## src/rtl/clock_display_scan.sv

```systemverilog
// Four-digit seven-segment scanner for an hh:mm clock with synchronised, frame-aligned
// input capture, leading-zero blanking on the hours tens digit, and dashes for invalid values.
module clock_display_scan #(
  parameter int CLK_HZ     = 100_000_000,
  parameter int REFRESH_HZ = 1000,
  parameter bit ACTIVE_LOW = 1'b1
) (
  input  logic       clk,
  input  logic       reset,
  input  logic [3:0] hours,
  input  logic [5:0] minutes,
  input  logic       sec_tick,
  output logic [3:0] an,
  output logic [6:0] seg,
  output logic       dp
);

  localparam int DIV   = CLK_HZ / REFRESH_HZ;
  localparam int CNT_W = (DIV > 2) ? $clog2(DIV) : 1;
  localparam logic [CNT_W-1:0] DIV_LAST = CNT_W'(DIV - 1);

  localparam logic [3:0] AN_OFF  = ACTIVE_LOW ? 4'hF  : 4'h0;
  localparam logic [6:0] SEG_OFF = ACTIVE_LOW ? 7'h7F : 7'h00;
  localparam logic       DP_OFF  = ACTIVE_LOW;

  localparam logic [6:0] SEG_DASH  = 7'h40;
  localparam logic [6:0] SEG_BLANK = 7'h00;

  function automatic logic [6:0] digit_code(input logic [3:0] d);
    logic [6:0] code;
    case (d)
      4'd0:    code = 7'h3F;
      4'd1:    code = 7'h06;
      4'd2:    code = 7'h5B;
      4'd3:    code = 7'h4F;
      4'd4:    code = 7'h66;
      4'd5:    code = 7'h6D;
      4'd6:    code = 7'h7D;
      4'd7:    code = 7'h07;
      4'd8:    code = 7'h7F;
      4'd9:    code = 7'h6F;
      default: code = 7'h00;
    endcase
    return code;
  endfunction

  logic [CNT_W-1:0] div_cnt_reg;
  logic [1:0]       idx_reg;
  logic [3:0]       h_sync1_reg, h_sync2_reg, h_hist_reg, shadow_h_reg;
  logic [5:0]       m_sync1_reg, m_sync2_reg, m_hist_reg, shadow_m_reg;
  logic             colon_reg;
  logic [3:0]       an_reg;
  logic [6:0]       seg_reg;
  logic             dp_reg;

  logic digit_adv;
  logic frame_end;

  assign digit_adv = (div_cnt_reg == DIV_LAST);
  assign frame_end = digit_adv && (idx_reg == 2'd3);

  // Scan timing and colon
  always_ff @(posedge clk or posedge reset) begin
    if (reset) begin
      div_cnt_reg <= '0;
      idx_reg     <= 2'd0;
      colon_reg   <= 1'b1;
    end else begin
      if (digit_adv) begin
        div_cnt_reg <= '0;
        idx_reg     <= idx_reg + 2'd1;
      end else begin
        div_cnt_reg <= div_cnt_reg + CNT_W'(1);
      end
      if (sec_tick)
        colon_reg <= ~colon_reg;
    end
  end

  // Shadows only accept a value seen identically on two consecutive cycles, so a
  // synchroniser catching an input mid-transition can never reach the display.
  always_ff @(posedge clk or posedge reset) begin
    if (reset) begin
      h_sync1_reg  <= 4'd12;
      h_sync2_reg  <= 4'd12;
      h_hist_reg   <= 4'd12;
      m_sync1_reg  <= 6'd0;
      m_sync2_reg  <= 6'd0;
      m_hist_reg   <= 6'd0;
      shadow_h_reg <= 4'd12;
      shadow_m_reg <= 6'd0;
    end else begin
      h_sync1_reg <= hours;
      h_sync2_reg <= h_sync1_reg;
      h_hist_reg  <= h_sync2_reg;
      m_sync1_reg <= minutes;
      m_sync2_reg <= m_sync1_reg;
      m_hist_reg  <= m_sync2_reg;
      if (frame_end && (h_sync2_reg == h_hist_reg))
        shadow_h_reg <= h_sync2_reg;
      if (frame_end && (m_sync2_reg == m_hist_reg))
        shadow_m_reg <= m_sync2_reg;
    end
  end

  logic       h_valid, m_valid;
  logic [3:0] m_ones, m_tens, h_ones;
  logic [6:0] seg_hi_next;
  logic [3:0] an_hi_next;
  logic       dp_hi_next;

  assign h_valid = (shadow_h_reg != 4'd0) && (shadow_h_reg <= 4'd12);
  assign m_valid = (shadow_m_reg <= 6'd59);
  assign m_ones  = 4'(shadow_m_reg % 6'd10);
  assign m_tens  = 4'(shadow_m_reg / 6'd10);
  assign h_ones  = shadow_h_reg % 4'd10;

  always_comb begin
    seg_hi_next = SEG_BLANK;
    case (idx_reg)
      2'd0: seg_hi_next = m_valid ? digit_code(m_ones) : SEG_DASH;
      2'd1: seg_hi_next = m_valid ? digit_code(m_tens) : SEG_DASH;
      2'd2: seg_hi_next = h_valid ? digit_code(h_ones) : SEG_DASH;
      2'd3: begin
        if (!h_valid)
          seg_hi_next = SEG_DASH;
        else if (shadow_h_reg >= 4'd10)
          seg_hi_next = digit_code(4'd1);
        else
          seg_hi_next = SEG_BLANK;
      end
      default: seg_hi_next = SEG_BLANK;
    endcase
  end

  genvar gi;
  generate
    for (gi = 0; gi < 4; gi++) begin : g_anode
      assign an_hi_next[gi] = (idx_reg == 2'(gi));
    end
  endgenerate

  assign dp_hi_next = (idx_reg == 2'd2) && colon_reg;

  // Polarity is applied here so an, seg and dp switch on the same edge.
  always_ff @(posedge clk or posedge reset) begin
    if (reset) begin
      an_reg  <= AN_OFF;
      seg_reg <= SEG_OFF;
      dp_reg  <= DP_OFF;
    end else begin
      an_reg  <= ACTIVE_LOW ? ~an_hi_next  : an_hi_next;
      seg_reg <= ACTIVE_LOW ? ~seg_hi_next : seg_hi_next;
      dp_reg  <= ACTIVE_LOW ? ~dp_hi_next  : dp_hi_next;
    end
  end

  assign an  = an_reg;
  assign seg = seg_reg;
  assign dp  = dp_reg;

endmodule

```

## config.mk

```make
export PLATFORM = sky130hd
export DESIGN_NAME = clock_display_scan
export DESIGN_NICKNAME = d
export VERILOG_FILES = /design/src/rtl/clock_display_scan.sv
export SDC_FILE = /design/constraint.sdc
export NUM_CORES = 1
export LEC_CHECK = 0
export ABC_CLOCK_PERIOD_IN_PS = 3400
export CORE_UTILIZATION = 31
export DETAILED_ROUTE_END_ITERATION = 8
export GPL_TIMING_DRIVEN = 1
export PLACE_DENSITY = 0.56
export SLEW_MARGIN = 25
export SYNTH_ARGS = -nofsm -noshare
export SYNTH_HDL_FRONTEND = slang
export SYNTH_SLANG_ARGS = --single-unit
```

## constraint.sdc

```tcl
create_clock -name clk -period 3.4 [get_ports clk]
set_input_delay 0.34 -clock clk [delete_from_list [all_inputs] [get_ports clk]]
set_output_delay 0.34 -clock clk [all_outputs]
set_load 0.005 [all_outputs]
```

### Word level (Yosys, flattened, before mapping)

Memories as Yosys holds them, arrays and structs flattened.
Index checks and enable logic that the tools add are counted.

* register bits: 72
* ROM bits: 336
* input bits: 13
* output and inout bits: 12
* word-level logic and storage cells: 49
* memories: 3

Memory list
* (name not given): words 16, bits a word 7, read ports 1, clocked after memory_dff 0, wr ports 0, RTL line 31 `case (d)`
* (name not given): words 16, bits a word 7, read ports 1, clocked after memory_dff 0, wr ports 0, RTL line 31
* (name not given): words 16, bits a word 7, read ports 1, clocked after memory_dff 0, wr ports 0, RTL line 31

* add/sub/neg operators: 2
* divide/modulo/power cells: 3
* $lt $le $gt $ge: 3
* equal/unequal tests: 6
* mux-type cells: 7
* bitwise gates (word level): 4
* reductions and logical operators: 7

Operators with widths (count)
* 2-to-1 mux 7 bit: 4
* case mux 7 bit (4 select lines): 1
* adder 17 x 1 -> 17 bit (second input constant): 1
* equality test 17 bit (second input constant): 1
* 2-to-1 mux 17 bit: 1
* NOT 7 bit: 1
* divider 6 x 4 -> 6 bit (second input constant): 1
* equality test 6 bit: 1
* less-or-equal comparator 6 bit (second input constant): 1
* remainder unit 6 x 4 -> 6 bit (second input constant): 1
* logical AND 1 bit: 5
* equality test 2 bit (second input constant): 2
* equality test 4 bit: 1
* greater-or-equal comparator 4 bit (second input constant): 1
* less-or-equal comparator 4 bit (second input constant): 1
* remainder unit 4 x 4 -> 4 bit (second input constant): 1
* NOT 4 bit: 1
* nonzero test 4 bit: 1
* 2-to-1 mux 3 bit: 1
* adder 2 x 1 -> 2 bit (second input constant): 1
* equality test 2 x 1 -> 1 bit (second input constant): 1
* logical NOT 2 bit: 1
* NOT 1 bit: 2

### Longest topological paths before layout

Gate-level depths: netlist of the first run.

* depth after elaboration: 5
* mapped depth: 13
* gate-level depth less buffers: 13

### Worst setup path after synthesis of the first run

Ideal clock, no wire load.

* path type: register to register
* start point: register div_cnt_reg[12]
* end point: register shadow_m_reg[0]
* library setup time: 0.125 ns
* arrival: 2.616 ns
* required time: 3.275 ns
* slack: 0.659 ns
* stages on the path, launching flop included: 8
* buffers on the path: 0
* clock period less this slack: 2.741 ns
* path through: dfrtp_1 -> or4b_1 -> or4b_1 -> nor4_1 -> and3_2 -> nand2_2 -> nor4_4 -> mux2_2

* word-level cells in the longest chain between the ends: 3

Ends and longest elaborated chain
* start: declaration: RTL line 47 `logic [CNT_W-1:0] div_cnt_reg;`
* start signal: assignment: RTL line 73 `div_cnt_reg <= div_cnt_reg + CNT_W'(1);`
* equality test 17 bit: RTL line 59 `assign digit_adv = (div_cnt_reg == DIV_LAST);`
* logical AND 1 bit: RTL line 60 `assign frame_end = digit_adv && (idx_reg == 2'd3);`
* logical AND 1 bit: RTL line 101 `if (frame_end && (m_sync2_reg == m_hist_reg))`
* end signal: assignment: RTL line 102 `shadow_m_reg <= m_sync2_reg;`
* end: declaration: RTL line 50 `logic [5:0] m_sync1_reg, m_sync2_reg, m_hist_reg, shadow_m_reg;`

Every way passes these cells.
A chain may end at the register's enable or synchronous reset.

### Final worst setup path of the first run

* start point: register shadow_m_reg[4]
* end point: register seg_reg[0], in the netlist seg[0]

* word-level cells in the longest chain between the ends: 5
* elaborated cells between the ends (all ways): 9
* those cells by class: div: 2; order compare: 1; mux: 3; bitwise: 1; memory: 2

Ends and longest elaborated chain
* divider 6 x 4 -> 6 bit / remainder unit 6 x 4 -> 6 bit (equally long branches): RTL line 115, 114
* memory (16 x 7 bit)
* 2-to-1 mux 7 bit, on equally long branches: RTL line 122, 121
* case mux 7 bit (4 select lines) (*): RTL line 120 `case (idx_reg)`
* NOT 7 bit (*): RTL line 153 `seg_reg <= ACTIVE_LOW ? ~seg_hi_next : seg_hi_next;`
* end signal: assignment: RTL line 153
* end: declaration: RTL line 53 `logic [6:0] seg_reg;`

Mark *: on every way between the ends. The rest lies on a longest branch, timed or not.

==> results of run 1 <==
how the worst min path moves through the flow:
stage                                   startpoint                  endpoint  slack [ns]  depth (start not counted)
after floorplan           h_sync1_reg[0]$_DFF_PP0_  h_sync2_reg[0]$_DFF_PP0_        0.33                          0
after global placement    h_sync1_reg[1]$_DFF_PP0_  h_sync2_reg[1]$_DFF_PP0_        0.33                          0
after detailed placement  m_sync1_reg[1]$_DFF_PP0_  m_sync2_reg[1]$_DFF_PP0_        0.34                          0
after CTS                 m_sync1_reg[2]$_DFF_PP0_  m_sync2_reg[2]$_DFF_PP0_        0.35                          0
after global routing      m_sync1_reg[2]$_DFF_PP0_  m_sync2_reg[2]$_DFF_PP0_        0.35                          0
final                     m_sync1_reg[2]$_DFF_PP0_  m_sync2_reg[2]$_DFF_PP0_        0.35                          0
area by class of cell:
| type | count | area, um^2 | share of cell area |
|---|---|---|---|
| multi-input combinational | 258 | 1780 | 0.399 |
| clock inverter | 7 | 63.8 | 0.0143 |
| timing repair buffer | 30 | 285 | 0.0641 |
| clock buffer | 9 | 225 | 0.0506 |
| inverter | 25 | 93.8 | 0.0211 |
| sequential | 72 | 1830 | 0.411 |
| tap | 143 | 179 | 0.0402 |
through the flow:
stage          instances  area, um^2
6_report             544        4450
5_1_grt              544        4450
4_1_cts              544        4450
3_5_place_dp         528        4160
3_3_place_gp         528        4160
2_1_floorplan        368        3750
cell families (layout without fill, tap and decap cells):
family | after synthesis | count (layout) | synth area share
flip-flops | 72 | 72 | 0.488
XOR/XNOR | 26 | 26 | 0.0608
AND/OR/NAND/NOR | 111 | 111 | 0.151
adder cells (fa/ha/maj) | 26 | 26 | 0.0868
multiplexers | 13 | 13 | 0.0384
AO/OA/AOI/OAI | 82 | 82 | 0.137
buffers and inverters | 38 | 71 | 0.0381
power by group:
part           internal (mW)  switching (mW)
combinational         0.0229          0.0241
sequential             0.889          0.0141
clock                  0.509           0.402
total                   1.42           0.440
routing by layer:
| metal | track usage | vias to the layer above |
|---|---|---|
| li1 | - | 1338 |
| met1 | 0.155 | 1318 |
| met2 | 0.206 | 37 |
| met3 | 0.0278 | 8 |
| met4 | 0.0489 | 0 |
| met5 | 0 | - |
cells in the final DEF, fill, tap and decap left out, drive strengths merged, types with 2 or more instances in the layout:
master | synthesis | layout
dfrtp | 51 | 51
nand2 | 32 | 32
nor2 | 27 | 27
inv | 24 | 27
ha | 26 | 26
clkdlybuf4s50 | 0 | 24
a21oi | 23 | 23
o21ai | 22 | 22
dfstp | 21 | 21
nand3 | 15 | 15
xor2 | 15 | 15
xnor2 | 11 | 11
mux2 | 11 | 11
clkbuf | 12 | 9
buf | 1 | 6
nand2b | 5 | 5
a31oi | 5 | 5
and3 | 5 | 5
nand4 | 4 | 4
o211ai | 4 | 4
nor2b | 4 | 4
o21a | 4 | 4
a21o | 3 | 3
a311oi | 3 | 3
o32ai | 3 | 3
nor3 | 3 | 3
nor4 | 3 | 3
clkinv | 1 | 3
or4b | 2 | 2
nor3b | 2 | 2
a22o | 2 | 2
and2 | 2 | 2
or4 | 2 | 2
mux2i | 2 | 2
o22ai | 2 | 2
a211oi | 2 | 2
a22oi | 2 | 2
clkinvlp | 0 | 2
==> flow_metrics.tcl, run 1 <==
set metrics [dict create \
    cp_slowest_cell "dfrtp_1" \
    finalCritPeriodShare 0.871 \
    worst_setup_path_end_kind "register" \
    r2r-end "seg[0]$_DFF_PP1_" \
    vias 2701 \
    ys.flop_type "dfrtp_1" \
    initial_core_util 0.323 \
    powerDensity_nw_per_um2 418 \
    hold_slack_ns 0.346 \
    wirelength_mm 7.18 \
    postCtsSetupBuffers 0 \
    cts.sinks 72 \
    clockBufferDepth 2 \
    clkSlewWorstSetupHoldPaths_ns 0.07 \
    hp-class "register to register" \
    tritoncts "done" \
    clock-skew-final_ns 0.00770 \
    fin_util 0.383 \
    drt_iter0_markers 109 \
    drc 0 \
    reg2regPathDepth 11 \
    yosys-top-cells-count "dfrtp_1 (51), nand2_1 (31), nor2_1 (27), ha_1 (26), inv_1 (24)" \
    fin_total_pwr_mw 1.86 \
    dr_wl_met2_mm 3.55 \
    arrival_ns 3.20 \
    crit_family "compound AO/OA/AOI/OAI gates" \
    top_layer "met4" \
    r2r-start "shadow_m_reg[4]$_DFFE_PP0P_" \
    dieArea_um2 12500 \
    cp_common_cell "o21ai_0" \
    yosysSeqAreaShare 0.488 \
    crit_path_max_fanout 6 \
    worstPathBufferInverterCount 2 \
    path_cells "inv_1, ha_1, nor4bb_1, o21ai_0, o211ai_1, inv_1, ha_1, o21ai_0, o21ai_0, a21oi_1, a311oi_1" \
    status "completed" \
    max_stage_delay_ns 0.38 \
    yosys_warnings 0 \
    largest_register_ff_count 17 \
    layout_setup_ws_ns 0.437 \
    ir_worst_vdd_uv 318 \
    finalHoldViolations 0 \
    crit_path_end "seg[0]$_DFF_PP1_" \
    track_usage 0.123 \
    wl_met1_mm 3.31 \
    grt_pass1_vias 2594 \
    setup_tns_ns 0 \
    worst_slew_pin_slew_ns 0.555 \
    core_um2 11600 \
    crit_type "register to register" \
    synth-edff-count 0 \
    ant_nets 0 \
    antenna_found_initial 0 \
    pre_cts_ws_ns 0.512 \
    synth_most_common_cell "dfrtp_1" \
    synth_top_area_share 0.341 \
    r2r_slack_ns 0.44 \
    rsz0062_at_grt "false" \
    diodes 0 \
    grt_overflow 0 \
    cp_data_required_time_ns 3.63 \
    met3_length_um 223 \
    clk_latency_ns 0.34 \
    grt_pass1_wl_mm 12.3 \
    dr.pass1.iters 4 \
    fillers 1133 \
    die_x_um 112 \
    critPathLaunch "shadow_m_reg[4]$_DFFE_PP0P_" \
    vias_per_cell 4.97 \
    fmax_mhz 338 \
    routedWlPerCell_um 13.2 \
    area_growth_pct 18.8 \
    netlist_instances 368 \
    layout-drive-gt1-share 0.147 \
    dp_hpwl_mm 5.13 \
    yosysTopAreaCell "dfrtp_1" \
    start_kind "register" \
    max-slew-margin-rel 0.630 \
    ys_ff_latch 72 \
    fp-row-count 39 \
    fin_nets 435 \
    cts_buffers 9 \
    avgSynthCellArea_um2 10.2 \
    synth_area_um2 3750 \
    cp.depth 11 \
    cap_violations 0 \
    async_reset_ff_frac 1.00 \
    cts_hold_buf 0 \
    ioPinCount 25 \
    root_buffer "clkbuf_16" \
    setup_viol 0 \
    cts_resized 0 \
    layout_min_cycle_time_ns 2.96 \
    htree_levels 3 \
    gp_congestion 0.831 \
    synthTopCellsByArea "dfrtp_1 (34%), dfstp_2 (15%), ha_1 (8.7%)" \
    power.leakage_nw 1.91 \
    yosys.cell_types.count 51 \
    port_buffers 24 \
    synthesis.nets 407 \
    drv_slew 0 \
    die_h_um 112 \
    grt_max_degree 47 \
]
No activity file was read; power rests on OpenSTA's default activity.
==> inputs of run 2 (changes only) <==
--- a/config.mk
+++ b/config.mk
@@ -10,7 +10,7 @@
 export DETAILED_ROUTE_END_ITERATION = 8
 export GPL_TIMING_DRIVEN = 1
 export PLACE_DENSITY = 0.56
-export SLEW_MARGIN = 25
 export SYNTH_ARGS = -nofsm -noshare
 export SYNTH_HDL_FRONTEND = slang
 export SYNTH_SLANG_ARGS = --single-unit
+export TNS_END_PERCENT = 5
==> results of run 2 <==
Final layout, timing and power as in run 1 (identical DEF).
